<file path="src/rtl/wb2axi4l_bridge.sv">
// wb2axi4l_bridge
//   Wishbone-classic slave to AXI4-Lite master bridge. Each Wishbone cycle
//   becomes exactly one AXI4-Lite read or write; the AXI response comes back
//   as a one-cycle wb_ack_o (OKAY/EXOKAY) or wb_err_o (SLVERR/DECERR) pulse.
//   Only one transaction is in flight at a time.
//
// Ports
//   clk_i, rst_i          clock, synchronous active-high reset
//   wb_adr_i..wb_stb_i    Wishbone slave request (address, data, sel, we, cyc, stb)
//   wb_dat_o              registered read data, held until the next read completes
//   wb_ack_o / wb_err_o   termination pulses, one cycle each
//   m_axi_aw* / m_axi_w*  AXI4-Lite write address / write data channels
//   m_axi_b*              AXI4-Lite write response channel
//   m_axi_ar* / m_axi_r*  AXI4-Lite read address / read data channels
module wb2axi4l_bridge #(
  parameter int unsigned ADRWIDTH = 32
) (
  input  logic                clk_i,
  input  logic                rst_i,
  input  logic [ADRWIDTH-1:0] wb_adr_i,
  input  logic [31:0]         wb_dat_i,
  input  logic [3:0]          wb_sel_i,
  input  logic                wb_we_i,
  input  logic                wb_cyc_i,
  input  logic                wb_stb_i,
  output logic [31:0]         wb_dat_o,
  output logic                wb_ack_o,
  output logic                wb_err_o,
  output logic [ADRWIDTH-1:0] m_axi_awaddr,
  output logic [2:0]          m_axi_awprot,
  output logic                m_axi_awvalid,
  input  logic                m_axi_awready,
  output logic [31:0]         m_axi_wdata,
  output logic [3:0]          m_axi_wstrb,
  output logic                m_axi_wvalid,
  input  logic                m_axi_wready,
  input  logic [1:0]          m_axi_bresp,
  input  logic                m_axi_bvalid,
  output logic                m_axi_bready,
  output logic [ADRWIDTH-1:0] m_axi_araddr,
  output logic [2:0]          m_axi_arprot,
  output logic                m_axi_arvalid,
  input  logic                m_axi_arready,
  input  logic [31:0]         m_axi_rdata,
  input  logic [1:0]          m_axi_rresp,
  input  logic                m_axi_rvalid,
  output logic                m_axi_rready
);

  typedef enum logic [2:0] {
    S_IDLE,
    S_WR_REQ,
    S_WR_RESP,
    S_RD_REQ,
    S_RD_RESP,
    S_TERM
  } state_t;

  state_t r_state;
  state_t w_state_nxt;

  logic [ADRWIDTH-1:0] r_addr;
  logic [31:0]         r_wdata;
  logic [3:0]          r_wstrb;
  logic [31:0]         r_rdata;
  logic [1:0]          r_resp;
  logic                r_awvalid;
  logic                r_wvalid;
  logic                r_arvalid;
  logic                r_bready;
  logic                r_rready;
  logic                r_abort;

  logic w_req;
  logic w_aw_done;
  logic w_w_done;
  logic w_resp_err;

  assign w_req = wb_cyc_i & wb_stb_i;

  // Each write channel's valid only ever falls after its own handshake, so
  // a low valid inside WR_REQ means that channel has already completed.
  assign w_aw_done = ~r_awvalid | m_axi_awready;
  assign w_w_done  = ~r_wvalid  | m_axi_wready;

  always_ff @(posedge clk_i) begin
    if (rst_i) begin
      r_state <= S_IDLE;
    end else begin
      r_state <= w_state_nxt;
    end
  end

  always_comb begin
    w_state_nxt = r_state;
    case (r_state)
      S_IDLE:    if (w_req) w_state_nxt = wb_we_i ? S_WR_REQ : S_RD_REQ;
      S_WR_REQ:  if (w_aw_done && w_w_done) w_state_nxt = S_WR_RESP;
      S_WR_RESP: if (m_axi_bvalid) w_state_nxt = S_TERM;
      S_RD_REQ:  if (m_axi_arready) w_state_nxt = S_RD_RESP;
      S_RD_RESP: if (m_axi_rvalid) w_state_nxt = S_TERM;
      S_TERM:    w_state_nxt = S_IDLE;
      default:   w_state_nxt = S_IDLE;
    endcase
  end

  always_ff @(posedge clk_i) begin
    if (rst_i) begin
      r_addr    <= '0;
      r_wdata   <= '0;
      r_wstrb   <= '0;
      r_rdata   <= '0;
      r_resp    <= '0;
      r_awvalid <= 1'b0;
      r_wvalid  <= 1'b0;
      r_arvalid <= 1'b0;
      r_bready  <= 1'b0;
      r_rready  <= 1'b0;
      r_abort   <= 1'b0;
    end else begin
      case (r_state)
        S_IDLE: begin
          if (w_req) begin
            r_addr    <= wb_adr_i;
            r_wdata   <= wb_dat_i;
            r_wstrb   <= wb_sel_i;
            r_awvalid <= wb_we_i;
            r_wvalid  <= wb_we_i;
            r_arvalid <= ~wb_we_i;
          end
        end
        S_WR_REQ: begin
          if (m_axi_awready) r_awvalid <= 1'b0;
          if (m_axi_wready)  r_wvalid  <= 1'b0;
          if (w_aw_done && w_w_done) r_bready <= 1'b1;
        end
        S_WR_RESP: begin
          if (m_axi_bvalid) begin
            r_resp   <= m_axi_bresp;
            r_bready <= 1'b0;
          end
        end
        S_RD_REQ: begin
          if (m_axi_arready) begin
            r_arvalid <= 1'b0;
            r_rready  <= 1'b1;
          end
        end
        S_RD_RESP: begin
          if (m_axi_rvalid) begin
            r_rdata  <= m_axi_rdata;
            r_resp   <= m_axi_rresp;
            r_rready <= 1'b0;
          end
        end
        S_TERM: r_abort <= 1'b0;
        default: ;
      endcase
      // A dropped cyc cannot cancel the AXI side; remember it so the
      // eventual termination is swallowed instead of reaching a new cycle.
      if ((r_state != S_IDLE) && (r_state != S_TERM) && !wb_cyc_i) begin
        r_abort <= 1'b1;
      end
    end
  end

  always_comb begin
    case (r_resp)
      2'b00, 2'b01: w_resp_err = 1'b0;
      default:      w_resp_err = 1'b1;
    endcase
  end

  assign wb_ack_o = (r_state == S_TERM) & ~r_abort & ~w_resp_err;
  assign wb_err_o = (r_state == S_TERM) & ~r_abort &  w_resp_err;
  assign wb_dat_o = r_rdata;

  assign m_axi_awaddr  = r_addr;
  assign m_axi_awprot  = 3'b000;
  assign m_axi_awvalid = r_awvalid;
  assign m_axi_wdata   = r_wdata;
  assign m_axi_wstrb   = r_wstrb;
  assign m_axi_wvalid  = r_wvalid;
  assign m_axi_bready  = r_bready;
  assign m_axi_araddr  = r_addr;
  assign m_axi_arprot  = 3'b000;
  assign m_axi_arvalid = r_arvalid;
  assign m_axi_rready  = r_rready;

endmodule

</file>
<file path="config.mk">
export PLATFORM = sky130hd
export DESIGN_NAME = wb2axi4l_bridge
export DESIGN_NICKNAME = d
export VERILOG_FILES = /design/src/rtl/wb2axi4l_bridge.sv
export SDC_FILE = /design/constraint.sdc
export NUM_CORES = 1
export LEC_CHECK = 0
export CORE_MARGIN = 5
export CORE_UTILIZATION = 38
export CTS_CLUSTER_DIAMETER = 150
export DETAILED_ROUTE_END_ITERATION = 10
export PLACE_DENSITY = 0.77
export SLEW_MARGIN = 25
export SYNTH_ARGS = -nofsm -noshare
export SYNTH_HDL_FRONTEND = slang
export SYNTH_SLANG_ARGS = --single-unit
</file>
<file path="constraint.sdc">
create_clock -name clk_i -period 2 [get_ports clk_i]
set_input_delay 0.4 -clock clk_i [delete_from_list [all_inputs] [get_ports clk_i]]
set_output_delay 0.4 -clock clk_i [all_outputs]
set_load 0.02 [all_outputs]
</file>
* Word level (Yosys, flattened, before mapping)
Index checks and enable logic that the tools add are counted.
Widths: inputs -> output; s select.
** Word-level totals
- Flip-flop bits (word level) :: 111
- Word-level logic and storage cells :: 86
- Output and inout bits :: 145
** Cells by class
- Equality and inequality tests :: 14
- Multiplexer cells :: 27
- Reduce and logical (&&, ||, !) cells :: 23
- Bitwise gates (word level) :: 10
** Operator list (number)
- $reduce_and 3->1 :: 6
- $mux 3 :: 5
- $pmux 3 s5 :: 1
- $ne 2x2->1 const B :: 7
- $mux 1 :: 12
- $reduce_bool 2->1 :: 6
- $pmux 1 s2 :: 5
- $eq 3x2->1 const B :: 2
- $eq 3x3->1 const B :: 2
- $mux 2 :: 3
- $reduce_and 5->1 :: 1
- $and 1x1->1 :: 4
- $not 1->1 :: 4
- $pmux 2 s2 :: 1
- $reduce_and 2->1 :: 2
- $eq 3x1->1 const B :: 1
- $logic_and 1x1->1 :: 3
- $logic_not 3->1 :: 1
- $ne 3x3->1 const B :: 1
- $reduce_bool 3->1 :: 1
- $eq 2x1->1 const B :: 1
- $logic_not 2->1 :: 1
- $or 1x1->1 :: 2
- $reduce_or 2->1 :: 1
- $logic_not 1->1 :: 1

* Logic depth before layout (Yosys ltp)
- Depth after elaboration :: 5
- Mapped depth :: 7
- Mapped depth without buffers :: 4

* Worst setup path before layout
No wires, ideal clock.
- Kind :: reg-to-output
- Start point :: register r_state[0]
- End point :: output wb_err_o
- Slack :: 345 ps
- Stages on the path, launching flop included :: 4
- Arrival :: 1255 ps
- Buffers on the path :: 1
- Cells stage by stage :: dfxtp_1 -> buf_4 -> nand3b_1 -> nor3b_1
** Between the ends
- Cells in the longest elaborated chain, start to end :: 3
** Ends and longest elaborated chain
- start: declaration :: line 59 : state_t r_state;
- start signal: assignment :: line 90 : r_state <= w_state_nxt;
- $eq 3x3->1 :: line 175 : assign wb_err_o = (r_state == S_TERM) & ~r_abort & w_resp_err;
- $and 1x1->1 (2 in a row) :: line 175
- end: declaration :: line 28 : output logic wb_err_o,
No other way between the ends.

* Final worst setup path
- Start point :: register r_state[1]
- End point :: output wb_err_o
The elaborated chain is that of the path after synthesis.

==> flow_metrics.tcl <==
set metrics [dict create \
    synth_area_sq_um 4330 \
    cp_max_fo 3 \
    synth_top_area_share_pct 50.8 \
    grt_pass1_wl_microns 19700 \
    routed.top_layer "met4" \
    worst_setup_path_start_kind "flop" \
    first_pass_iters 4 \
    r2r_slack_ps 410 \
    p_leak_nw 2.44 \
    fin_ws_ps 141 \
    avgRoutedWirePerCell_microns 14.8 \
    final_core_util_pct 61.6 \
    whs_endpoint "r_state[0]" \
    worstMarginPinSlew_ps 617 \
    final_nets 861 \
    area_growth_pct 60.9 \
    cts.clk_slew.worst_paths_ps 70 \
    cts_sinks 110 \
    met3WireLength_microns 1520 \
    finalHoldViolations 0 \
    slew_headroom_pct 58.9 \
    multi_input_area_sq_um 1670 \
    r2r.worst_path.cells 6 \
    postSynthCellCount 545 \
    cts_root_buf "clkbuf_16" \
    rsz0062_at_grt "false" \
    synthXorXnorAreaFrac_pct 0 \
    swShare_pct 32.4 \
    initial_core_util_pct 38.3 \
    vias 4311 \
    synth_top_family_by_area "simple AND/OR/NAND/NOR gates" \
    synth-seq-cells 110 \
    dieArea_sq_um 13600 \
    r2r_end "m_axi_wdata[25]" \
    cts_tree "built" \
    fin_crit_ps 1860 \
    met2WireLength_microns 6680 \
    p_comb_share_pct 33.7 \
    ys_seq_area_share_pct 50.8 \
    yosysTopAreaCell "dfxtp_1" \
    setup_violations 0 \
    hp-start "rst_i" \
    first_global_vias 4127 \
    worstReg2RegStart "r_state[2]" \
    pre_cts_ws_ps 204 \
    clkLatencyLatePin_ps 340 \
    fin_setup_tns_ps 0 \
    gp_congestion 0.779 \
    ys_warn_count 0 \
    routed_via_density 4.82 \
    drv_slew 0 \
    wl_microns 13200 \
    yosys.cell_count.top_type "nand2_1" \
    fillers 978 \
    cts_setup_buffers 0 \
    yosys-top-cells-count "nand2_1, dfxtp_1, a21oi_1" \
    post_synth.cell_area_avg_sq_um 7.95 \
    worstHoldPathCells 2 \
    antenna_found_initial 0 \
    wl_met1_microns 4810 \
    cp.required_ps 1600 \
    track_usage_pct 18.1 \
    crit_path_end_kind "primary output" \
    portBuffers 250 \
    grt_max_degree 61 \
    synth-adder-area-share_pct 0 \
    drt_first_iter_violations 183 \
    clkPwrFrac_pct 25.9 \
    path_class "reg2out" \
    async_reset_ff_share_pct 0 \
    power.density_nw_per_um2 916 \
    cts.htree.levels 3 \
    min_path_type "in2reg" \
    power_frac_seq_pct 40.4 \
    p_sw_mw 2.07 \
    cts_hold_buf 0 \
    yosysUniqueCellTypes 36 \
    cap_violations 0 \
    ios 259 \
    drc_errors 0 \
    die_x_microns 117 \
    finClkSkew_ps 6.98 \
    drive_above_1_share_pct 4.92 \
    clockBufferDepth 2 \
    die_y_microns 117 \
    peakVddDrop_uv 526 \
    hpwl_microns 9890 \
    synth-compound-area-share_pct 15.7 \
    rows 39 \
    max_freq_mhz 538 \
    coreArea_sq_um 11300 \
    insertedDiodeCount 0 \
    synth_flop_cell "dfxtp_1" \
    synthMuxAreaShare_pct 0.260 \
    status "completed" \
    synth-edff-count 0 \
    drtAntennaViolNets 0 \
    gr-total-overflow 0 \
    p_int_mw 4.32 \
    fin_crit_sh_pct 92.9 \
    crit_arrival_ps 1460 \
    ff_latch_area_sq_um 2200 \
    synth-simple-area-share_pct 21.9 \
    cts_buffers 9 \
    yosys-top-cells-area "dfxtp_1, nand2_1, a21oi_1" \
]
## metal layers
| layer | track usage [%] | vias to the layer above |
|---|---|---|
| met5 | 0 | - |
| met3 | 6.89 | 16 |
| met2 | 32.5 | 182 |
| met1 | 19.1 | 1983 |
| met4 | 6.65 | 0 |
| li1 | - | 2130 |
## worst max-delay path, stage by stage, from the launching register on
cell and delay [ps]:
dfxtp_1 310, nand3b_1 210, nor3b_1 240, dlygate4sd2_1 360
## repair_timing
| item | 4_1_cts | 5_1_grt |
|---|---|---|
| setup endpoints to repair | 2 | 0 |
| hold endpoints to repair | 0 | 0 |
| resized for setup | 2 | 0 |
## layout make-up
| class | instances | share of cell area [%] |
|---|---|---|
| tap | 143 | 2.57 |
| multi-input combinational | 362 | 24.0 |
| inverter | 3 | 0.162 |
| clock buffer | 11 | 3.48 |
| clock inverter | 5 | 0.503 |
| timing repair buffer | 261 | 37.7 |
| sequential | 110 | 31.6 |
## cell families after synthesis
group / count (synthesis)
other: 1
and+or+nand+nor: 233
AOI/OAI and AO/OA: 122
muxes: 1
buffers and inverters: 78
DFF: 110
## cell usage in the layout (no fill, tap or decap), drive strengths merged, types with 2 or more instances in the layout
cell,netlist,routed
a311oi,2,2
a31oi,2,2
clkdlybuf4s50,0,247
dfxtp,110,110
inv,3,3
a21oi,107,107
nor3,3,3
nand2b,3,3
dlygate4sd2,0,2
clkbuf,21,11
nand2,208,208
nand4,3,3
nand3b,4,4
nor2,3,3
conb,1,6
buf,54,12
nor3b,3,3
nand3,3,3
clkinv,0,4
## per-stage QoR
step                power (mW)  area (sq um)  cells  hold slack [ps]
finish                    6.39          6970    895              322
global route              6.74          6970    895              323
CTS                       6.47          6970    895              298
detailed placement        4.79          6700    879              446
global placement          4.73          6700    879              442
floorplan                 3.88          4350    550              484
## worst max-delay path by stage
stage                             endpoint  slack (ps)  startpoint  cells after the start
after global routing              wb_err_o          70  r_state[1]                      3
after CTS                         wb_err_o         110  r_state[1]                      3
final                             wb_err_o         140  r_state[1]                      3
after floorplan                   wb_err_o         340  r_state[0]                      3
after detailed placement  m_axi_araddr[20]         200    wb_stb_i                      5
after global placement            wb_err_o         220  r_state[1]                      3
## registers in the layout (all words and copies together) (netlist names)
| signal | count |
|---|---|
| m_axi_arvalid | 1 |
| wb_dat_o | 32 |
| r_resp | 1 |
| r_state | 3 |
| m_axi_rready | 1 |
| m_axi_bready | 1 |
| m_axi_wvalid | 1 |
| r_abort | 1 |
| m_axi_awvalid | 1 |
| m_axi_wdata | 32 |
| m_axi_araddr | 32 |
| m_axi_wstrb | 4 |
## power by group through the flow
| stage | combinational (mW) | sequential [mW] | clock, mW |
|---|---|---|---|
| 3_5_place_dp | 2.16 | 2.63 | 0 |
| 5_1_grt | 2.32 | 2.61 | 1.81 |
| 6_report | 2.15 | 2.58 | 1.66 |
| 2_1_floorplan | 1.00 | 2.88 | 0 |
| 3_3_place_gp | 2.12 | 2.61 | 0 |
| 4_1_cts | 2.17 | 2.58 | 1.72 |
No activity file was read; power rests on OpenSTA's default activity.
